--- src/rtl/lcd_arb_pkg.sv ---
// Shared types and constants for the LCD message arbiter.
// Optional feature macro used by the arbiter: LCD_ARB_PRIO_EN.
package lcd_arb_pkg;

    typedef enum logic {
        IDLE = 1'b0,
        HOLD = 1'b1
    } arb_state_t;

    localparam logic [127:0] LCD_BLANK_LINE = {16{8'h20}};

    // Never returns less than 1 so index ports always have a real bit.
    function automatic int clog2(input int value);
        int r;
        r = 0;
        for (int i = 0; i < 31; i++) begin
            if ((1 << i) < value) r = i + 1;
        end
        return (r < 1) ? 1 : r;
    endfunction

endpackage

--- src/rtl/lcd_rr_pick.sv ---
// Round-robin find-first-set: first set request bit searching upward from ptr+1 with wrap.
module lcd_rr_pick #(
    parameter int NUM_REQ = 4,
    parameter int IDX_W   = 2
) (
    input  logic [NUM_REQ-1:0] req,
    input  logic [IDX_W-1:0]   ptr,
    output logic               found,
    output logic [IDX_W-1:0]   idx
);

    int cand;

    // Scan from farthest to nearest so the nearest hit is the last one written.
    always_comb begin
        found = 1'b0;
        idx   = '0;
        cand  = 0;
        for (int k = NUM_REQ; k >= 1; k--) begin
            cand = (int'(ptr) + k) % NUM_REQ;
            if (req[cand[IDX_W-1:0]]) begin
                found = 1'b1;
                idx   = cand[IDX_W-1:0];
            end
        end
    end

endmodule

--- src/rtl/lcd_msg_arbiter.sv ---
// Round-robin arbiter sharing a 16x2 LCD between message sources with a minimum dwell time.
// Define LCD_ARB_PRIO_EN to let requester 0 preempt any other owner during HOLD.
module lcd_msg_arbiter
    import lcd_arb_pkg::*;
#(
    parameter int NUM_REQ     = 4,
    parameter int HOLD_CYCLES = 50_000_000,
    parameter int CNT_W       = 26,
    localparam int IDX_W      = clog2(NUM_REQ)
) (
    input  logic                   in_CLK,
    input  logic                   in_RST_N,
    input  logic [NUM_REQ-1:0]     req_valid,
    input  logic [NUM_REQ*128-1:0] req_line1,
    input  logic [NUM_REQ*128-1:0] req_line2,
    output logic [NUM_REQ-1:0]     req_ack,
    output logic [127:0]           word_line1,
    output logic [127:0]           word_line2,
    output logic [IDX_W-1:0]       owner,
    output logic                   busy,
    output logic                   update
);

    localparam int               HOLD_EFF = (HOLD_CYCLES < 1) ? 1 : HOLD_CYCLES;
    localparam logic [CNT_W-1:0] RELOAD   = CNT_W'(HOLD_EFF - 1);
    localparam logic [IDX_W-1:0] PTR_INIT = IDX_W'(NUM_REQ - 1);

    arb_state_t           state, state_d;
    logic [CNT_W-1:0]     cnt, cnt_d;
    logic [IDX_W-1:0]     rr_ptr;
    logic                 armed;
    logic                 pick_found;
    logic [IDX_W-1:0]     pick_idx;
    logic                 grant;
    logic                 move_ptr;
    logic [IDX_W-1:0]     grant_idx;
    logic [NUM_REQ-1:0]   ack_d;
    logic [127:0]         sel_line1, sel_line2;

    lcd_rr_pick #(
        .NUM_REQ (NUM_REQ),
        .IDX_W   (IDX_W)
    ) u_pick (
        .req   (req_valid),
        .ptr   (rr_ptr),
        .found (pick_found),
        .idx   (pick_idx)
    );

    // armed keeps the first edge after reset release free of grants.
    always_ff @(posedge in_CLK or negedge in_RST_N) begin
        if (!in_RST_N) begin
            state <= IDLE;
            cnt   <= '0;
            armed <= 1'b0;
        end else begin
            state <= state_d;
            cnt   <= cnt_d;
            armed <= 1'b1;
        end
    end

    always_comb begin
        state_d   = state;
        cnt_d     = cnt;
        grant     = 1'b0;
        move_ptr  = 1'b0;
        grant_idx = pick_idx;
        case (state)
            IDLE: begin
                if (armed && pick_found) begin
                    grant    = 1'b1;
                    move_ptr = 1'b1;
                    cnt_d    = RELOAD;
                    state_d  = HOLD;
                end
            end
            HOLD: begin
`ifdef LCD_ARB_PRIO_EN
                // Alert preemption leaves the round-robin pointer where it was.
                if (req_valid[0] && owner != '0) begin
                    grant     = 1'b1;
                    grant_idx = '0;
                    cnt_d     = RELOAD;
                end else
`endif
                if (cnt == '0) begin
                    if (pick_found) begin
                        grant    = 1'b1;
                        move_ptr = 1'b1;
                        cnt_d    = RELOAD;
                    end else begin
                        state_d  = IDLE;
                    end
                end else begin
                    cnt_d = cnt - 1'b1;
                end
            end
            default: state_d = IDLE;
        endcase
    end

    always_comb begin
        ack_d     = '0;
        sel_line1 = req_line1[127:0];
        sel_line2 = req_line2[127:0];
        for (int i = 0; i < NUM_REQ; i++) begin
            if (grant_idx == IDX_W'(i)) begin
                ack_d[i]  = grant;
                sel_line1 = req_line1[i*128 +: 128];
                sel_line2 = req_line2[i*128 +: 128];
            end
        end
    end

    always_ff @(posedge in_CLK or negedge in_RST_N) begin
        if (!in_RST_N) begin
            word_line1 <= LCD_BLANK_LINE;
            word_line2 <= LCD_BLANK_LINE;
            req_ack    <= '0;
            update     <= 1'b0;
            owner      <= '0;
            rr_ptr     <= PTR_INIT;
        end else begin
            req_ack <= ack_d;
            update  <= grant;
            if (grant) begin
                word_line1 <= sel_line1;
                word_line2 <= sel_line2;
                owner      <= grant_idx;
            end
            if (move_ptr) rr_ptr <= grant_idx;
        end
    end

    assign busy = (state == HOLD);

endmodule

--- config.mk ---
export PLATFORM = sky130hd
export DESIGN_NAME = lcd_msg_arbiter
export DESIGN_NICKNAME = d
export VERILOG_FILES = /design/src/rtl/lcd_arb_pkg.sv /design/src/rtl/lcd_rr_pick.sv /design/src/rtl/lcd_msg_arbiter.sv
export SDC_FILE = /design/constraint.sdc
export NUM_CORES = 1
export LEC_CHECK = 0
export BUFFER_PORTS_ARGS = -buffer_cell sky130_fd_sc_hd__buf_2
export CORE_AREA = 8 8 499 501
export DETAILED_ROUTE_END_ITERATION = 12
export DIE_AREA = 0 0 507 509
export GPL_ROUTABILITY_DRIVEN = 0
export PLACE_DENSITY_LB_ADDON = 0.3
export RECOVER_POWER = 25
export SKIP_CTS_REPAIR_TIMING = 1
export SYNTH_ARGS = -nofsm -noshare
export SYNTH_HDL_FRONTEND = slang
export SYNTH_SLANG_ARGS = --single-unit
--- constraint.sdc ---
create_clock -name in_CLK -period 2.7 [get_ports in_CLK]
set_clock_uncertainty 0.1 [all_clocks]
set_input_delay 0.54 -clock in_CLK [delete_from_list [all_inputs] [get_ports in_CLK]]
set_output_delay 0.54 -clock in_CLK [all_outputs]
set_load 0.01 [all_outputs]
-- Word-level counts from Yosys, hierarchy flattened
Index checks and enable logic that the tools add are counted.
- input port bits: 1030
- flip-flop bits (word level): 293
- output and inout bits: 264
- word-level logic and storage cells: 64
- eq/ne operators: 5
- $lt $le $gt $ge: 4
- $add $sub $neg: 5
- muxes and demuxes: 36
- bitwise gates (word level): 1
- reductions and logical operators: 4
- operator list (kind ; number):
    two-way mux 128 bit ; 6
    two-way mux 26 bit ; 3
    case mux 26 bit (2 select lines) ; 1
    logical NOT 26 bit ; 1
    subtractor 26 x 1 -> 26 bit, second input constant ; 1
    two-way mux 1 bit ; 16
    less-than comparator 2 x 3 -> 1 bit, second input constant ; 4
    binary-select mux 1 bit (select 2 bit) ; 4
    two-way mux 2 bit ; 4
    adder 2 x 1 -> 2 bit, second input constant ; 2
    adder 2 bit, second input constant ; 2
    == test 2 bit, second input constant ; 2
    case mux 1 bit (2 select lines) ; 2
    != test 3 bit, second input constant ; 1
    == test 2 x 1 -> 1 bit, second input constant ; 1
    logical NOT 2 bit ; 1
    != test 2 bit, second input constant ; 1
    AND reduction 2 bit ; 1
    logical AND 1 bit ; 1
    NOT 1 bit ; 1

-- Longest topological paths before layout
Gate-level depths: netlist of the first run.
- depth in word-level cells: 11
- gate-level depth with buffers: 12
- depth with buffers taken out: 9

-- Modules after synthesis
From an unflattened synthesis of the first run, not the netlist that was laid out.
- cells, all modules: 1605
- area total of the unflattened synthesis: 17601.9 sq um
- by module, submodules not included (module ; sequential area each (sq um) ; cells an instance ; instances ; area an instance (sq um)):
    lcd_msg_arbiter ; 7374.6 ; 1591 ; 1 ; 17510.5
    lcd_rr_pick ; 0.0 ; 14 ; 1 ; 91.3

-- Worst setup path after synthesis of the first run
Ideal clock, no wire load.
- path type: reg-to-reg
- from: register cnt[0]
- to: register word_line1[0]
- setup time: 0.132 ns
- setup slack: 0.095 ns
- stages on the path, launching flop included: 13
- period minus slack after synthesis: 2.605 ns
- buffers on the path: 4
- arrival time: 2.373 ns
- required time: 2.468 ns
- cell sequence: dfrtp_1 inv_1 ha_1 nor3b_1 nand4_4 o31ai_4 nand2_2 buf_2 buf_8 buf_6 buf_6 nand2_1 o21ai_1
- word-level cells in the longest chain between the ends: 3
- ends and longest elaborated chain (what ; RTL line ; source):
    start: declaration ; lcd_msg_arbiter.sv:29 ; logic [CNT_W-1:0] cnt, cnt_d;
    start signal: assignment ; lcd_msg_arbiter.sv:58 ; cnt <= cnt_d;
    logical NOT 26 bit ; lcd_msg_arbiter.sv:87 ; if (cnt == '0) begin
    two-way mux 1 bit ; lcd_msg_arbiter.sv:87 ;
    case mux 1 bit (2 select lines) ; lcd_msg_arbiter.sv:69 ; case (state)
    end signal: assignment ; lcd_msg_arbiter.sv:128 ; word_line1 <= sel_line1;
    end: declaration ; lcd_msg_arbiter.sv:17 ; output logic [127:0] word_line1,
Every way passes these cells.
A chain may end at the register's enable or synchronous reset.

-- Worst setup path in the final report of the first run
- from: register rr_ptr[0]
- to: register word_line2[78]
- word-level cells in the longest chain between the ends: 11
- elaborated cells between the ends (all ways): 31
- classes of those cells: add/sub (4); eq/ne (3); mux (23); reduce/logical (1)
- ends and longest elaborated chain (what ; RTL line ; source):
    start: declaration ; lcd_msg_arbiter.sv:30 ; logic [IDX_W-1:0] rr_ptr;
    start signal: assignment ; lcd_msg_arbiter.sv:132 ; if (move_ptr) rr_ptr <= grant_idx;
    adder 2 x 1 -> 2 bit ; lcd_rr_pick.sv:20 ; cand = (int'(ptr) + k) % NUM_REQ;
    binary-select mux 1 bit (select 2 bit) ; lcd_rr_pick.sv:21 ; if (req[cand[IDX_W-1:0]]) begin
    two-way mux 1 bit (implied by the code) ; lcd_rr_pick.sv:21 ;
    two-way mux 2 bit (4 in series) ; lcd_rr_pick.sv:21 ;
    == test 2 x 1 -> 1 bit ; lcd_msg_arbiter.sv:108 ; if (grant_idx == IDX_W'(i)) begin
    two-way mux 128 bit (3 in series) ; lcd_msg_arbiter.sv:108 ;
    end signal: assignment ; lcd_msg_arbiter.sv:129 ; word_line2 <= sel_line2;
    end: declaration ; lcd_msg_arbiter.sv:18 ; output logic [127:0] word_line2,
Parallel ways exist; a longest one is shown, timed or not. The select of a mux whose other input is x is not followed.

==> impl_metrics.tcl, run 1 <==
set metrics [dict create \
    peakVddDrop_mv 0.407 \
    synth_top_family_by_area "compound AO/OA/AOI/OAI gates" \
    antenna_found_initial 132 \
    synth_top_area_share_pct 35.2 \
    finalSetupTns_ns 0 \
    finalCritPeriodShare_pct 94.2 \
    synthXorXnorAreaFrac_pct 0.190 \
    ys_ff_latch 293 \
    syn-cell-area_um2 18400 \
    setup_viol 0 \
    io_buffers 1293 \
    area_growth_syn_to_layout_pct 69.3 \
    synth_fp_nets 3502 \
    worst_slew_pin_slew_ns 2.06 \
    avgSynthCellArea_um2 7.46 \
    clock_latency_ns 0.64 \
    initialDrtViolationCount 1967 \
    fin_crit_ns 2.54 \
    postRouteAntennaNets 0 \
    stdcell_area_um2 31200 \
    vias 25040 \
    cts.reportedPaths.clkPinSlew_ns 0.06 \
    total_power_mw 21.2 \
    synth_common_cells "1035 x nand2_1, 274 x a21oi_1, 259 x dfrtp_1" \
    grt_pass1_wl_mm 236 \
    grt_util_met3_pct 7.17 \
    die-width_um 507 \
    io_pins 1294 \
    track_usage_pct 13.3 \
    synth_edf_count 0 \
    setup.worst_path.class "flip-flop to flip-flop" \
    cts_root_buf "clkbuf_16" \
    grt_overflow 0 \
    drc 0 \
    endpoint_kind "flip-flop" \
    synth.area.top_cells "dfrtp_1 35%, nand2_1 21%, a32o_1 14%, a21oi_1 7.4%, o21ai_1 7.0%" \
    viasPerCell 3.56 \
    dr.pass1.iters 5 \
    row_count 181 \
    rsz0062_at_grt "false" \
    ys_seq_area_share_pct 40.0 \
    violations "capacitance limit, slew limit" \
    dp_hpwl_mm 162 \
    core_area_um2 241000 \
    synth_most_common_cell "nand2_1" \
    postPlaceCellArea_um2 29600 \
    ys_dominant_reg_cell "dfrtp_1" \
    grt_pass1_vias 25308 \
    clockBufferDepth 3 \
    grt_max_degree 60 \
    wl_per_cell_um 25.9 \
    grt_use_met2_pct 21.5 \
    slew-limit-headroom_pct -37.6 \
    yosys-mux-area-fraction_pct 0 \
    startpoint_type "flip-flop" \
    max_freq_mhz 393 \
    h-tree-depth 2 \
    cts_tree "yes" \
    synth_compound_area_share_pct 30.4 \
    synthArstFlopShare_pct 100 \
    cts_buffers 45 \
    final_hold_viol_count 0 \
    cts_sinks 293 \
    drive_above_1_share_pct 42.0 \
    grtUsageMet1_pct 15.2 \
    powerDensity_nw_per_um2 680 \
    min_path_type "input pin to flip-flop" \
    required_ns 3.16 \
    cap_violations 1 \
    yosys_warnings 0 \
    yosysTopAreaCell "dfrtp_1" \
    synthSimpleGateAreaFrac_pct 23.3 \
    layout.nets 4785 \
    power.leakage_nw 14.6 \
    status "finished with violations" \
    crit_arrival_ns 3.01 \
    grt.busiest_layer "met2" \
    die_h_um 509 \
    ys_types 57 \
    die_area_um2 258000 \
    synthAdderAreaFrac_pct 0.0679 \
    synthCells 2471 \
    cp_max_fo 39 \
    hold_ws_ns 0.130 \
    initial_core_util_pct 7.63 \
    wl_mm 182 \
    slew_violations 41 \
]
==> where the power goes <==
group	internal [mW]	switching [mW]
sequential	5.32	0.668
combinational	3.31	5.57
clock	3.81	2.53
==> routing by layer <==
layer / routed length [um] / part of all wire, % / vias up
met5: 719 / 0.39 / -
met4: 6350 / 3.5 / 110
met3: 23500 / 13 / 351
met2: 81600 / 45 / 1418
met1: 69900 / 38 / 11858
li1: - / - / 11303
==> logic make-up (layout without fill, tap and decap cells) <==
| group | count (synthesis) | count (layout) |
|---|---|---|
| and+or+nand+nor | 1093 | 1093 |
| AOI/OAI and AO/OA | 840 | 840 |
| DFF | 293 | 293 |
| buffers and inverters | 239 | 1559 |
| xor gates and xnor gates | 4 | 4 |
| adders and majority gates | 1 | 1 |
| other | 1 | 33 |
==> critical path, cell delays in order, from the launching register on <==
cell,delay (ns)
dfstp_2,0.57
o21a_1,0.13
o21ai_0,0.08
buf_4,0.16
nand3_4,0.12
buf_12,0.24
buf_4,0.28
buf_12,0.17
nand2_1,0.11
a32o_1,0.26
o21ai_1,0.10
==> layout make-up <==
cell class              instances  area (um2)
clock inverters                19         256
diodes                         32        80.1
inverters                       6        37.5
well taps                    3202        4010
repair buffers               1469        8160
fillers                     28315      210000
clock buffers                  65        1290
multi-input cells            1939        9990
flip-flops and latches        293        7370
==> metrics by stage <==
| step | setup WS, ns | instances | util [%] |
|---|---|---|---|
| global placement | 0.00357 | 6907 | 12.3 |
| detailed placement | 0.0154 | 6907 | 12.3 |
| floorplan | 0.0951 | 2471 | - |
| finish | 0.158 | 7025 | 12.9 |
| global route | 0.0447 | 7012 | 12.9 |
| CTS | 0.172 | 6991 | 12.9 |
==> layout by cell type, fill, tap and decap left out, types with 3 or more instances in the layout <==
cell	instances
dfstp_2	34
buf_4	125
inv_1	4
a21boi_0	3
clkbuf_2	10
a21o_1	4
o41ai_1	4
clkbuf_16	46
bufinv_16	5
nor3_1	11
clkbuf_8	7
nand2b_1	6
dfrtp_1	259
a21oi_1	274
buf_2	1293
o21ai_0	16
a31oi_1	11
xnor2_1	4
diode_2	32
clkinv_2	9
buf_12	33
nor2_1	13
a32o_1	256
o21ai_1	258
nand2_1	1035
clkbuf_1	18
==> registers in the layout, indices dropped and copies added, names as in the netlist <==
name,count
busy,1
word_line1,128
owner,2
update,1
armed,1
cnt,26
word_line2,128
rr_ptr,2
req_ack,4
==> worst paths after layout <==
check                      slack [ns]              to           start  cells past startpoint
min in group asynchronous        0.96  word_line2[89]        in_RST_N                      2
max in group asynchronous        0.21  word_line2[93]        in_RST_N                      3
setup reg to reg                 0.16  word_line2[78]       rr_ptr[0]                     10
setup / recovery                 0.16  word_line2[78]       rr_ptr[0]                     10
hold reg to reg                  0.36  word_line1[21]  word_line1[21]                      2
hold / removal                   0.13   word_line2[5]  req_line2[133]                      4
(Power assumes the default switching activity.)
==> run 2, diff against run 1 <==
Settings changed: CORE_AREA 8 8 499 501 to 8 8 502 504, DIE_AREA 0 0 507 509 to 0 0 510 512, SETUP_SLACK_MARGIN from default to 0.05, SYNTH_HIERARCHICAL from default to 1.
==> run 2 against run 1 <==
  * The run still ends with capacitance limit, slew limit left
  * Global-route usage is 1.6 points higher
  * Clock-buffer cell count is the same
  * Non-clock buffer count down 29
  * First-iteration DRC count is 30% lower
  * Clock power fell by 2%
  * Worst hold slack gained 0.077 ns
  * Sequential power shrank 2%
  * Fmax is 3.3% lower
  * Routed wire length grew 12%
  * Via count decreased by 17%
  * Critical path type unchanged
  * Largest power group unchanged
==> impl_metrics.tcl, run 2 <==
set metrics [dict create \
    max_freq_mhz 380 \
    pre_cts_ws_ns -0.0465 \
    grt_pass1_vias 21696 \
    io_buffers 1293 \
    grt_pass1_wl_mm 251 \
    crit_arrival_ns 3.06 \
    wl_per_cell_um 32.3 \
    startpoint "rr_ptr[1]" \
    io_pins 1294 \
    reg2reg_from "rr_ptr[1]" \
    hp-start "req_line2[12]" \
    fin_crit_ns 2.63 \
    clockBufferDepth 3 \
    setup.worst_path.class "flip-flop to flip-flop" \
    cts_buffers 44 \
    initialDrtViolationCount 1379 \
    synth_compound_area_share_pct 2.78 \
    min_path_type "input pin to flip-flop" \
    status "finished with violations" \
    slew_violations 40 \
    area_growth_syn_to_layout_pct 74.8 \
    power.leakage_nw 14.6 \
    cts_sinks 293 \
    cap_violations 1 \
    worst_slew_pin_slew_ns 2.00 \
    dp_hpwl_mm 186 \
    cts_root_buf "clkbuf_16" \
    drive_above_1_share_pct 59.9 \
    drc 0 \
    synthCells 1605 \
    rrSetupSlack_ns 0.07 \
    grt_max_degree 56 \
    reg2reg_to "word_line1[3]" \
    synthSimpleGateAreaFrac_pct 19.1 \
    synthAdderAreaFrac_pct 0.0711 \
    peakVddDrop_mv 0.420 \
    synth_common_cells "783 x nand2_1, 259 x dfrtp_1, 256 x mux4_2" \
    powerDensity_nw_per_um2 627 \
    dr.pass1.iters 5 \
    final_cell_mix "1292 x buf_2, 783 x nand2_1, 259 x dfrtp_1" \
    min_to "word_line2[12]" \
    row_count 182 \
    die_area_um2 261000 \
    cts.reportedPaths.clkPinSlew_ns 0.06 \
    clock_latency_ns 0.65 \
    synth.area.top_cells "dfrtp_1 37%, mux4_2 33%, nand2_1 17%, dfstp_2 5.1%, clkbuf_1 1.4%" \
    wl_mm 203 \
    startpoint_type "flip-flop" \
    violations "capacitance limit, slew limit" \
    reg_top3 "word_line1: 128 flops, word_line2: 128 flops, cnt: 26 flops" \
    synth_most_common_cell "nand2_1" \
    track_usage_pct 14.9 \
    rsz0062_at_grt "true" \
    r2r_cells 8 \
    layout_commonest_cell "buf_2" \
    vias 20777 \
    h-tree-depth 2 \
    slew-limit-headroom_pct -33.5 \
    final_hold_viol_count 0 \
    yosys_warnings 6 \
    postRouteAntennaNets 0 \
    hold_ws_ns 0.207 \
    grt_overflow 0 \
    ys_seq_area_share_pct 41.9 \
    avgSynthCellArea_um2 11.0 \
    hold_depth 4 \
    endpoint_kind "flip-flop" \
    synth_top_family_by_area "multiplexers" \
    antenna_found_initial 258 \
    die-width_um 510 \
    die_h_um 512 \
    fillers 28138 \
    initial_core_util_pct 7.20 \
    ys_types 55 \
    ys_dominant_reg_cell "dfrtp_1" \
    ys_ff_latch 293 \
    utilization_pct 12.6 \
    finalCritPeriodShare_pct 97.4 \
    viasPerCell 3.30 \
    synth_top_area_share_pct 36.8 \
    synth_fp_nets 2636 \
    synthXorXnorAreaFrac_pct 0 \
    cts_tree "yes" \
    total_power_mw 19.3 \
    core_area_um2 244000 \
    synth_edf_count 0 \
    setup_viol 0 \
    synthArstFlopShare_pct 100 \
    required_ns 3.13 \
    cp_max_fo 20 \
    yosys-mux-area-fraction_pct 32.9 \
    syn-cell-area_um2 17600 \
    setup_slack_ns 0.0705 \
    yosysTopAreaCell "dfrtp_1" \
    layout.nets 4001 \
]
==> run 2: cell types whose count changed in the layout (fill, tap and decap cells not counted), moves of 35 or more <==
cell     previous run  this run
a21oi_1           274         8
o21ai_1           258         0
a32o_1            256         0
mux4_2              0       256
nand2_1          1035       783
diode_2            32        67
==> run 2: layer usage <==
layer	up-vias	track usage, %	share of wire (%)
met1	10073	16.0	36
li1	8532	-	-
met4	114	4.59	3.9
met5	-	0	0.39
met2	1533	25.2	47
met3	525	7.87	13
==> run 2: how the worst max path moves through the flow <==
stage                      end  slack, ns
4_1_cts         word_line2[72]       0.02
6_report         word_line1[3]       0.07
3_5_place_dp    word_line2[72]      -0.05
3_3_place_gp    word_line2[88]      -0.04
5_1_grt          word_line2[0]       0.01
2_1_floorplan  word_line1[100]      -0.01
==> run 2: area by class of cell <==
type / instances / area, um2 / share of cell area, %
clock inverter: 17 / 234 / 0.760
timing repair buffer: 1440 / 7930 / 25.8
sequential: 293 / 7370 / 24.0
tap: 3220 / 4030 / 13.1
inverter: 10 / 45.0 / 0.146
multi-input combinational: 1181 / 9690 / 31.5
clock buffer: 65 / 1300 / 4.23
antenna: 67 / 168 / 0.545
==> run 2: per-stage QoR <==
step	instance area [um2]	TNS (ns)	cells
after global routing	30700	0	6277
after CTS	30500	0	6222
after global placement	29000	-0.451	6140
after detailed placement	29000	-0.680	6140
final	30800	0	6293
after floorplan	17600	-1.07	1605
==> run 2: cell families (layout without fill, tap and decap cells) <==
group / after synthesis / after routing
mux: 258 / 258
compound gates: 69 / 69
fa+ha+maj: 1 / 1
flops: 293 / 293
simple gates: 852 / 852
buf+inv: 131 / 1532
other cells: 1 / 68
==> run 2: where the power goes <==
part / internal (mW) / switching [mW] / leakage [nW] / total, mW
registers: 5.27 / 0.601 / 3.58 / 5.87
clock network: 3.74 / 2.49 / 0.748 / 6.23
logic: 3.10 / 4.10 / 10.2 / 7.19
==> run 2: worst max-delay path, stage by stage (launching register included) <==
cell      delay (ns)
dfstp_2         0.61
nand2b_1        0.14
a21oi_2         0.07
o221ai_4        0.24
buf_12          0.23
buf_16          0.24
mux4_2          0.55
nand2_1         0.14
nand2_1         0.07
